<file path="src/rtl/traffic_pkg.sv">
// Shared junction definitions: phase encodings, lamp patterns and the
// state-to-lamp decode used by the sequencer and future display blocks.
package traffic_pkg;

    localparam int SECS_W = 6;

    typedef enum logic [2:0] {
        ST_ALLRED_A  = 3'd0,
        ST_NS_GREEN  = 3'd1,
        ST_NS_YELLOW = 3'd2,
        ST_ALLRED_B  = 3'd3,
        ST_EW_GREEN  = 3'd4,
        ST_EW_YELLOW = 3'd5,
        ST_WALK      = 3'd6
    } state_t;

    localparam logic [2:0] LAMP_RED = 3'b100;
    localparam logic [2:0] LAMP_YEL = 3'b010;
    localparam logic [2:0] LAMP_GRN = 3'b001;

    typedef struct packed {
        logic [2:0] ns;
        logic [2:0] ew;
        logic       walk;
    } lamps_t;

    function automatic lamps_t decode_lamps(input state_t s);
        lamps_t l;
        l = '{ns: LAMP_RED, ew: LAMP_RED, walk: 1'b0};
        case (s)
            ST_NS_GREEN:  l.ns   = LAMP_GRN;
            ST_NS_YELLOW: l.ns   = LAMP_YEL;
            ST_EW_GREEN:  l.ew   = LAMP_GRN;
            ST_EW_YELLOW: l.ew   = LAMP_YEL;
            ST_WALK:      l.walk = 1'b1;
            default:      l      = '{ns: LAMP_RED, ew: LAMP_RED, walk: 1'b0};
        endcase
        return l;
    endfunction

endpackage

</file>
<file path="src/rtl/light_sequencer_if.sv">
// Sequencer-facing signal bundle: divider/button inputs and lamp/display outputs.
interface light_sequencer_if;
    import traffic_pkg::*;

    logic              enable;
    logic              ped_req;
    logic [2:0]        ns_light;
    logic [2:0]        ew_light;
    logic              walk;
    logic              ped_ack;
    logic [SECS_W-1:0] secs_left;

    modport master (
        output enable, ped_req,
        input  ns_light, ew_light, walk, ped_ack, secs_left
    );

    modport slave (
        input  enable, ped_req,
        output ns_light, ew_light, walk, ped_ack, secs_left
    );

endinterface

</file>
<file path="src/rtl/tick_edge_detect.sv">
// One-cycle tick on each rising edge of the 1 Hz enable square wave.
module tick_edge_detect (
    input  logic clk,
    input  logic reset_n,
    input  logic enable,
    output logic tick
);

    logic r_en_d;

    // Resets high so an enable already high at reset release is not an edge.
    always_ff @(posedge clk or negedge reset_n) begin
        if (!reset_n) r_en_d <= 1'b1;
        else          r_en_d <= enable;
    end

    assign tick = enable & ~r_en_d;

endmodule

</file>
<file path="src/rtl/light_sequencer.sv">
// Junction phase FSM: per-phase seconds timer, pedestrian latch and
// registered lamp/display outputs, advanced once per enable rising edge.
module light_sequencer
    import traffic_pkg::*;
#(
    parameter int GREEN_SECS  = 10,
    parameter int YELLOW_SECS = 3,
    parameter int ALLRED_SECS = 1,
    parameter int WALK_SECS   = 5
) (
    input  logic              clk,
    input  logic              reset_n,
    light_sequencer_if.slave  bus
);

    localparam int SECS_MAX = (1 << SECS_W) - 1;

    if (GREEN_SECS < 1 || GREEN_SECS > SECS_MAX || YELLOW_SECS < 1 || YELLOW_SECS > SECS_MAX ||
        ALLRED_SECS < 1 || ALLRED_SECS > SECS_MAX || WALK_SECS < 1 || WALK_SECS > SECS_MAX) begin : g_param_err
        $error("light_sequencer: phase durations must be in 1..63");
    end

    logic              w_tick;
    state_t            r_state, w_state_next;
    logic [SECS_W-1:0] r_secs, w_secs_next;
    logic              r_pending, w_pending_next;
    logic              r_resume_ew, w_resume_next;
    logic              w_walk_entry;
    logic              r_ped_ack;
    lamps_t            r_lamps, w_lamps_next;

    tick_edge_detect u_tick (
        .clk     (clk),
        .reset_n (reset_n),
        .enable  (bus.enable),
        .tick    (w_tick)
    );

    function automatic logic [SECS_W-1:0] phase_secs(input state_t s);
        case (s)
            ST_NS_GREEN, ST_EW_GREEN:   return SECS_W'(GREEN_SECS);
            ST_NS_YELLOW, ST_EW_YELLOW: return SECS_W'(YELLOW_SECS);
            ST_WALK:                    return SECS_W'(WALK_SECS);
            default:                    return SECS_W'(ALLRED_SECS);
        endcase
    endfunction

    always_comb begin
        w_state_next  = r_state;
        w_secs_next   = r_secs;
        w_resume_next = r_resume_ew;
        w_walk_entry  = 1'b0;
        if (w_tick) begin
            if (r_secs > 6'd1) begin
                w_secs_next = r_secs - 1'b1;
            end else begin
                // resume_ew remembers which green the interrupted all-red would have led to
                case (r_state)
                    ST_ALLRED_A: begin
                        if (r_pending) begin
                            w_state_next  = ST_WALK;
                            w_walk_entry  = 1'b1;
                            w_resume_next = 1'b0;
                        end else begin
                            w_state_next  = ST_NS_GREEN;
                        end
                    end
                    ST_NS_GREEN:  w_state_next = ST_NS_YELLOW;
                    ST_NS_YELLOW: w_state_next = ST_ALLRED_B;
                    ST_ALLRED_B: begin
                        if (r_pending) begin
                            w_state_next  = ST_WALK;
                            w_walk_entry  = 1'b1;
                            w_resume_next = 1'b1;
                        end else begin
                            w_state_next  = ST_EW_GREEN;
                        end
                    end
                    ST_EW_GREEN:  w_state_next = ST_EW_YELLOW;
                    ST_EW_YELLOW: w_state_next = ST_ALLRED_A;
                    ST_WALK:      w_state_next = r_resume_ew ? ST_EW_GREEN : ST_NS_GREEN;
                    default:      w_state_next = ST_ALLRED_A;
                endcase
                w_secs_next = phase_secs(w_state_next);
            end
        end
        // A press coinciding with WALK entry survives the clear and is served next time.
        w_pending_next = (r_pending & ~w_walk_entry) | bus.ped_req;
        w_lamps_next   = decode_lamps(w_state_next);
    end

    always_ff @(posedge clk or negedge reset_n) begin
        if (!reset_n) begin
            r_state     <= ST_ALLRED_A;
            r_secs      <= SECS_W'(ALLRED_SECS);
            r_pending   <= 1'b0;
            r_resume_ew <= 1'b0;
            r_ped_ack   <= 1'b0;
            r_lamps     <= '{ns: LAMP_RED, ew: LAMP_RED, walk: 1'b0};
        end else begin
            r_state     <= w_state_next;
            r_secs      <= w_secs_next;
            r_pending   <= w_pending_next;
            r_resume_ew <= w_resume_next;
            r_ped_ack   <= w_walk_entry;
            r_lamps     <= w_lamps_next;
        end
    end

    assign bus.ns_light  = r_lamps.ns;
    assign bus.ew_light  = r_lamps.ew;
    assign bus.walk      = r_lamps.walk;
    assign bus.ped_ack   = r_ped_ack;
    assign bus.secs_left = r_secs;

endmodule
</file>
<file path="src/flat_wrapper.sv">
// flat-port wrapper written by rule: the top's interface ports become plain ports
module light_sequencer_flat import traffic_pkg::*;
#(
    parameter int GREEN_SECS  = 10,
    parameter int YELLOW_SECS = 3,
    parameter int ALLRED_SECS = 1,
    parameter int WALK_SECS   = 5
)
  (clk, reset_n, bus_enable, bus_ped_req, bus_ns_light, bus_ew_light, bus_walk, bus_ped_ack, bus_secs_left);
  light_sequencer_if bus_i ();
  input  logic clk;
  input  logic reset_n;
  input wire logic [$bits(bus_i.enable)-1:0] bus_enable;
  input wire logic [$bits(bus_i.ped_req)-1:0] bus_ped_req;
  output wire logic [$bits(bus_i.ns_light)-1:0] bus_ns_light;
  output wire logic [$bits(bus_i.ew_light)-1:0] bus_ew_light;
  output wire logic [$bits(bus_i.walk)-1:0] bus_walk;
  output wire logic [$bits(bus_i.ped_ack)-1:0] bus_ped_ack;
  output wire logic [$bits(bus_i.secs_left)-1:0] bus_secs_left;
  assign bus_i.enable = bus_enable;
  assign bus_i.ped_req = bus_ped_req;
  assign bus_ns_light = bus_i.ns_light;
  assign bus_ew_light = bus_i.ew_light;
  assign bus_walk = bus_i.walk;
  assign bus_ped_ack = bus_i.ped_ack;
  assign bus_secs_left = bus_i.secs_left;
  light_sequencer #(.GREEN_SECS(GREEN_SECS), .YELLOW_SECS(YELLOW_SECS), .ALLRED_SECS(ALLRED_SECS), .WALK_SECS(WALK_SECS)) u_core (.clk(clk), .reset_n(reset_n), .bus(bus_i));
endmodule
</file>
<file path="config.mk">
export PLATFORM = sky130hd
export DESIGN_NAME = light_sequencer_flat
export DESIGN_NICKNAME = d
export VERILOG_FILES = /design/src/rtl/traffic_pkg.sv /design/src/rtl/light_sequencer_if.sv /design/src/rtl/tick_edge_detect.sv /design/src/rtl/light_sequencer.sv /design/src/flat_wrapper.sv
export SDC_FILE = /design/constraint.sdc
export NUM_CORES = 1
export LEC_CHECK = 0
export CELL_PAD_IN_SITES_DETAIL_PLACEMENT = 2
export CELL_PAD_IN_SITES_GLOBAL_PLACEMENT = 2
export CORE_MARGIN = 2
export CORE_UTILIZATION = 33
export DETAILED_ROUTE_END_ITERATION = 10
export GPL_ROUTABILITY_DRIVEN = 0
export HOLD_SLACK_MARGIN = 0.1
export PLACE_DENSITY_LB_ADDON = 0.1
export RECOVER_POWER = 100
export SYNTH_ARGS = -nofsm -noshare
export SYNTH_HDL_FRONTEND = slang
export SYNTH_HIERARCHICAL = 1
export SYNTH_SLANG_ARGS = --single-unit
</file>
<file path="constraint.sdc">
create_clock -name clk -period 2.4 [get_ports clk]
set_input_delay 0.36 -clock clk [delete_from_list [all_inputs] [get_ports clk]]
set_output_delay 0.36 -clock clk [all_outputs]
set_load 0.05 [all_outputs]
</file>
---- Word level (Yosys, flattened, before mapping) ----
Cells that the tools add are included.
storage, ports and cells
  bits of input ports ..................... 4
  register bits ........................... 20
  word-level logic and storage cells ...... 60
  output and inout bits ................... 14
cells by class
  bitwise operators ....................... 6
  add/sub/neg operators ................... 1
  reduce and logical (&&, ||, !) cells .... 6
  mux-type cells .......................... 20
  eq/ne operators ......................... 17
  order comparisons ....................... 1
operators by type and width
  operator                                                                  number
  3-bit == test (second input constant)                                     8
  3-bit 2-to-1 mux                                                          6
  3-bit case mux with 6 select lines                                        1
  3-bit by 2-bit == test with 1-bit output (second input constant)          4
  3-bit case mux with 2 select lines                                        2
  4-bit case mux with 3 select lines                                        1
  3-bit by 1-bit == test with 1-bit output (second input constant)          3
  1-bit 2-to-1 mux                                                          7
  6-bit by 1-bit > comparator with 1-bit output (second input constant)     1
  6-bit 2-to-1 mux                                                          1
  2-bit OR reduction                                                        3
  6-bit by 1-bit subtractor with 6-bit output (second input constant)       1
  5-bit AND reduction                                                       1
  2-bit by 1-bit inequality test with 1-bit output (second input constant)  2
  3-bit logical NOT                                                         1
  1-bit NOT                                                                 3
  1-bit bitwise AND                                                         2
  2-bit 2-to-1 mux                                                          1
  1-bit case mux with 2 select lines                                        1
  2-bit nonzero test                                                        1
  1-bit OR                                                                  1

---- Longest topological paths before layout ----
  word-level depth ........................ 8
  mapped depth ............................ 7
  depth with buffers taken out ............ 6

---- Cells and area by module ----
The synthesis kept the hierarchy.
modules (own cells, without submodules)
  module            times used  sequential area each (µm²)  cells each  area each (µm²)
  light_sequencer   1           479.2                       113         1114.8
  tick_edge_detect  1           26.3                        2           40.0

---- Worst setup path after synthesis ----
OpenSTA, ideal clock, no wires.
  path kind ............................... reg-to-reg
  from .................................... reg u_core.r_secs[0], in the netlist u_core/bus.secs_left[0]
  to ...................................... reg u_core.r_lamps (netlist bit u_core/bus.ns_light[2])
  buffers on the path ..................... 1
  setup slack ............................. 0.329 ns
  data required time ...................... 2.311 ns
  arrival ................................. 1.982 ns
  clock period less this slack ............ 2.071 ns
  setup time .............................. 0.089 ns
  stages on the path, launching flop included .. 8
  cells stage by stage .................... dfstp_2 > inv_1 > ha_1 > or2_2 > and3_2 > buf_6 > nor4b_1 > nor4_1
RTL lines
  what                      line                    text
  start: declaration        light_sequencer.sv:25   logic [SECS_W-1:0] r_secs, w_secs_next;
  start signal: assignment  light_sequencer.sv:95   r_secs <= SECS_W'(ALLRED_SECS);
  start signal: assignment  light_sequencer.sv:102  r_secs <= w_secs_next;
  end signal: assignment    light_sequencer.sv:99   r_lamps <= '{ns: LAMP_RED, ew: LAMP_RED, walk: 1'b0};
  end signal: assignment    light_sequencer.sv:106  r_lamps <= w_lamps_next;
  end: declaration          light_sequencer.sv:30   lamps_t r_lamps, w_lamps_next;

==> metrics.csv <==
metric,value,unit
grt_pass1_vias,987,
fin_setup_tns,0,ps
crit_required,2560,ps
drive_gt1_share,13.7,%
rows,21,
synth-seq-cells,20,
min_period,2290,ps
cts_hold_buf,0,
die_h,63.2,um
overflow,0,
yosysSeqAreaShare,43.8,%
yosysMostFrequentCell,dfrtp_1,
cellLeakagePower,0.000604,uW
cts_resized,0,
cp_slowest_cell,dlygate4sd3_1,
peakVddDrop,0.445,mV
ant_nets,0,
maxCapViolCount,0,
start_util,34.6,%
drtIter0Drc,23,
worstMarginPinSlew,1120,ps
hold_end,u_core/bus.secs_left[4],
critical_path.cell_chain,"dlygate4sd3_1, nor2b_4, nor3b_1, and3_2, nor4b_1, nor4_1",
fillers,369,
totalWireLength,3.02,mm
drc_errors,0,
multi_input_area,524,um^2
die_w,63.2,um
insertion_delay,310,ps
placed_area,0.00133,mm^2
root_buffer,clkbuf_4,
final_area,0.00135,mm^2
ios,18,
hold_viol_final,0,
end_kind,flip-flop,
area_growth,17.0,%
ff2ff_setup_slack,120,ps
intPower,959,uW
worst_setup_path_start_kind,primary input,
worstHoldPathCells,2,
cts.path.max_buffers,2,
finClkSkew,17.1,ps
regToRegStartpoint,u_core/bus.secs_left[0],
clk_pin_slew_worst_paths,110,ps
grt_use_total,16.6,%
final_util,40.5,%
nets,138,
die_area,0.00399,mm^2
synth-async-reset-ratio,100,%
setup_viol,0,
drv_slew,0,
synth_top_cell_by_area,dfrtp_1,
synth_warnings,6,
crit_arrival,2450,ps
dr.pass1.iters,4,
switching_share,47.7,%
clock_power_share,15.3,%
num_vias,893,
port_buffers,17,
cts_tree,done,
synth.top_cell.area_share,34.7,%
cp_slowest_stage_delay,550,ps
synth_fp_nets,121,
viasPerCell,5.05,
synth_area,0.00115,mm^2
yosys-top-cells-count,"dfrtp_1, nand2_1, nor2_1",
fin_crit_sh,95.3,%
synthCells,115,
insertedDiodeCount,0,
rsz0062_at_grt,false,
antenna_found_initial,0,
outcome,"finished, final reports clean",
min_path_type,reg2reg,
postCtsSetupRepairBufs,0,
synth_edf_count,0,
wire_per_inst,17.1,um
hpwl,2.07,mm
reg2regPathDepth,6,
relSlewSlack,25.2,%
synth_area_per_cell,10.0,um^2
fp.coreArea,0.00334,mm^2
synthTopCellsByArea,"dfrtp_1, dfstp_2, buf_6",
p_switching,874,uW
cts-buffers-inserted,3,
grt_max_degree,21,
min-delay-start,u_core/bus.secs_left[4],
power.density,1360,mW/mm^2
cts_sinks,20,
seqPwrFrac,32.2,%
critical_path.reg2reg.endpoint,u_core/bus.ns_light[2],
path_class,in2reg,
combPwrFrac,52.4,%
h-tree-depth,1,
path_max_fanout,12,
grt_pass1_wl,5.21,mm
ff_latch_area,505,um^2
fmax,0.437,GHz
synth_ff_type,dfrtp_1,
synth_cell_types,45,
worst max-delay path, delay by kind of cell:
family | cells | cell delay [ps]
buffers and inverters | 1 | 550
and+or+nand+nor | 5 | 1530
final cells by class:
type                       instances  share of cell area (%)
inverter                           7                    1.94
tap                               46                    4.26
sequential                        20                    37.4
clock buffer                       3                    1.67
multi-input combinational         80                    38.8
clock inverter                     1                    2.22
timing repair buffer              20                    13.7
layout by cell type, fill, tap and decap left out, drive strengths merged, types with 3 or more instances in the layout:
cell          n
nor3          6
nand2         8
nand2b        3
o21ai         4
a31oi         3
or2           3
dfrtp        16
clkbuf        5
nor2          8
dfstp         4
nor4b         3
dlygate4sd3  16
or3           3
a21oi         6
nand3         5
inv           7
power groups by stage:
stage               sequential (uW)  clock [uW]  combinational (uW)
floorplan                       848           0                 504
global placement                611           0                1010
finish                          591         281                 961
detailed placement              620           0                1020
global route                    621         306                1040
CTS                             613         295                1030
layer usage:
| layer | share of wire [%] | global-route usage, % | routed length (um) |
|---|---|---|---|
| met3 | 3.5 | 3.21 | 106 |
| met1 | 48 | 23.2 | 1460 |
| met5 | 0 | 0 | 0 |
| met4 | 0.60 | 3.33 | 18 |
| met2 | 48 | 26.9 | 1440 |
worst max path at each step:
stage	startpoint	end	slack [ps]
5_1_grt	bus_enable	u_core/r_resume_ew	30
4_1_cts	u_core/bus.secs_left[0]	u_core/bus.ns_light[2]	130
3_5_place_dp	bus_enable	u_core/r_resume_ew	120
3_3_place_gp	bus_enable	u_core/r_resume_ew	190
2_1_floorplan	u_core/bus.secs_left[0]	u_core/bus.ns_light[2]	330
6_report	bus_enable	u_core/bus.ns_light[2]	110
kinds of logic after synthesis:
group | share of synthesized area (%)
AO/OA/AOI/OAI | 12.6
XOR/XNOR | 3.03
adder cells (fa/ha/maj) | 3.03
buffers and inverters | 8.67
flip-flops | 43.8
multiplexers | 1.84
AND/OR/NAND/NOR | 27.1
metrics by stage:
step	total power (uW)	worst slack, ps	instances	hold slack [ps]
after global placement	1620	188	173	517
final	1830	112	177	560
after floorplan	1350	329	115	64.4
after CTS	1930	132	177	374
after detailed placement	1640	119	173	525
after global routing	1970	26.6	177	601
flip-flops by register name, summed over array words and instances, names as in the netlist:
register              flops
u_core/u_tick/r_en_d      1
u_core/bus.walk           1
u_core/r_pending          1
u_core/bus.ns_light       3
u_core/r_resume_ew        1
u_core/bus.ew_light       3
u_core/r_state            3
u_core/bus.ped_ack        1
u_core/bus.secs_left      6
(Power assumes the default switching activity.)
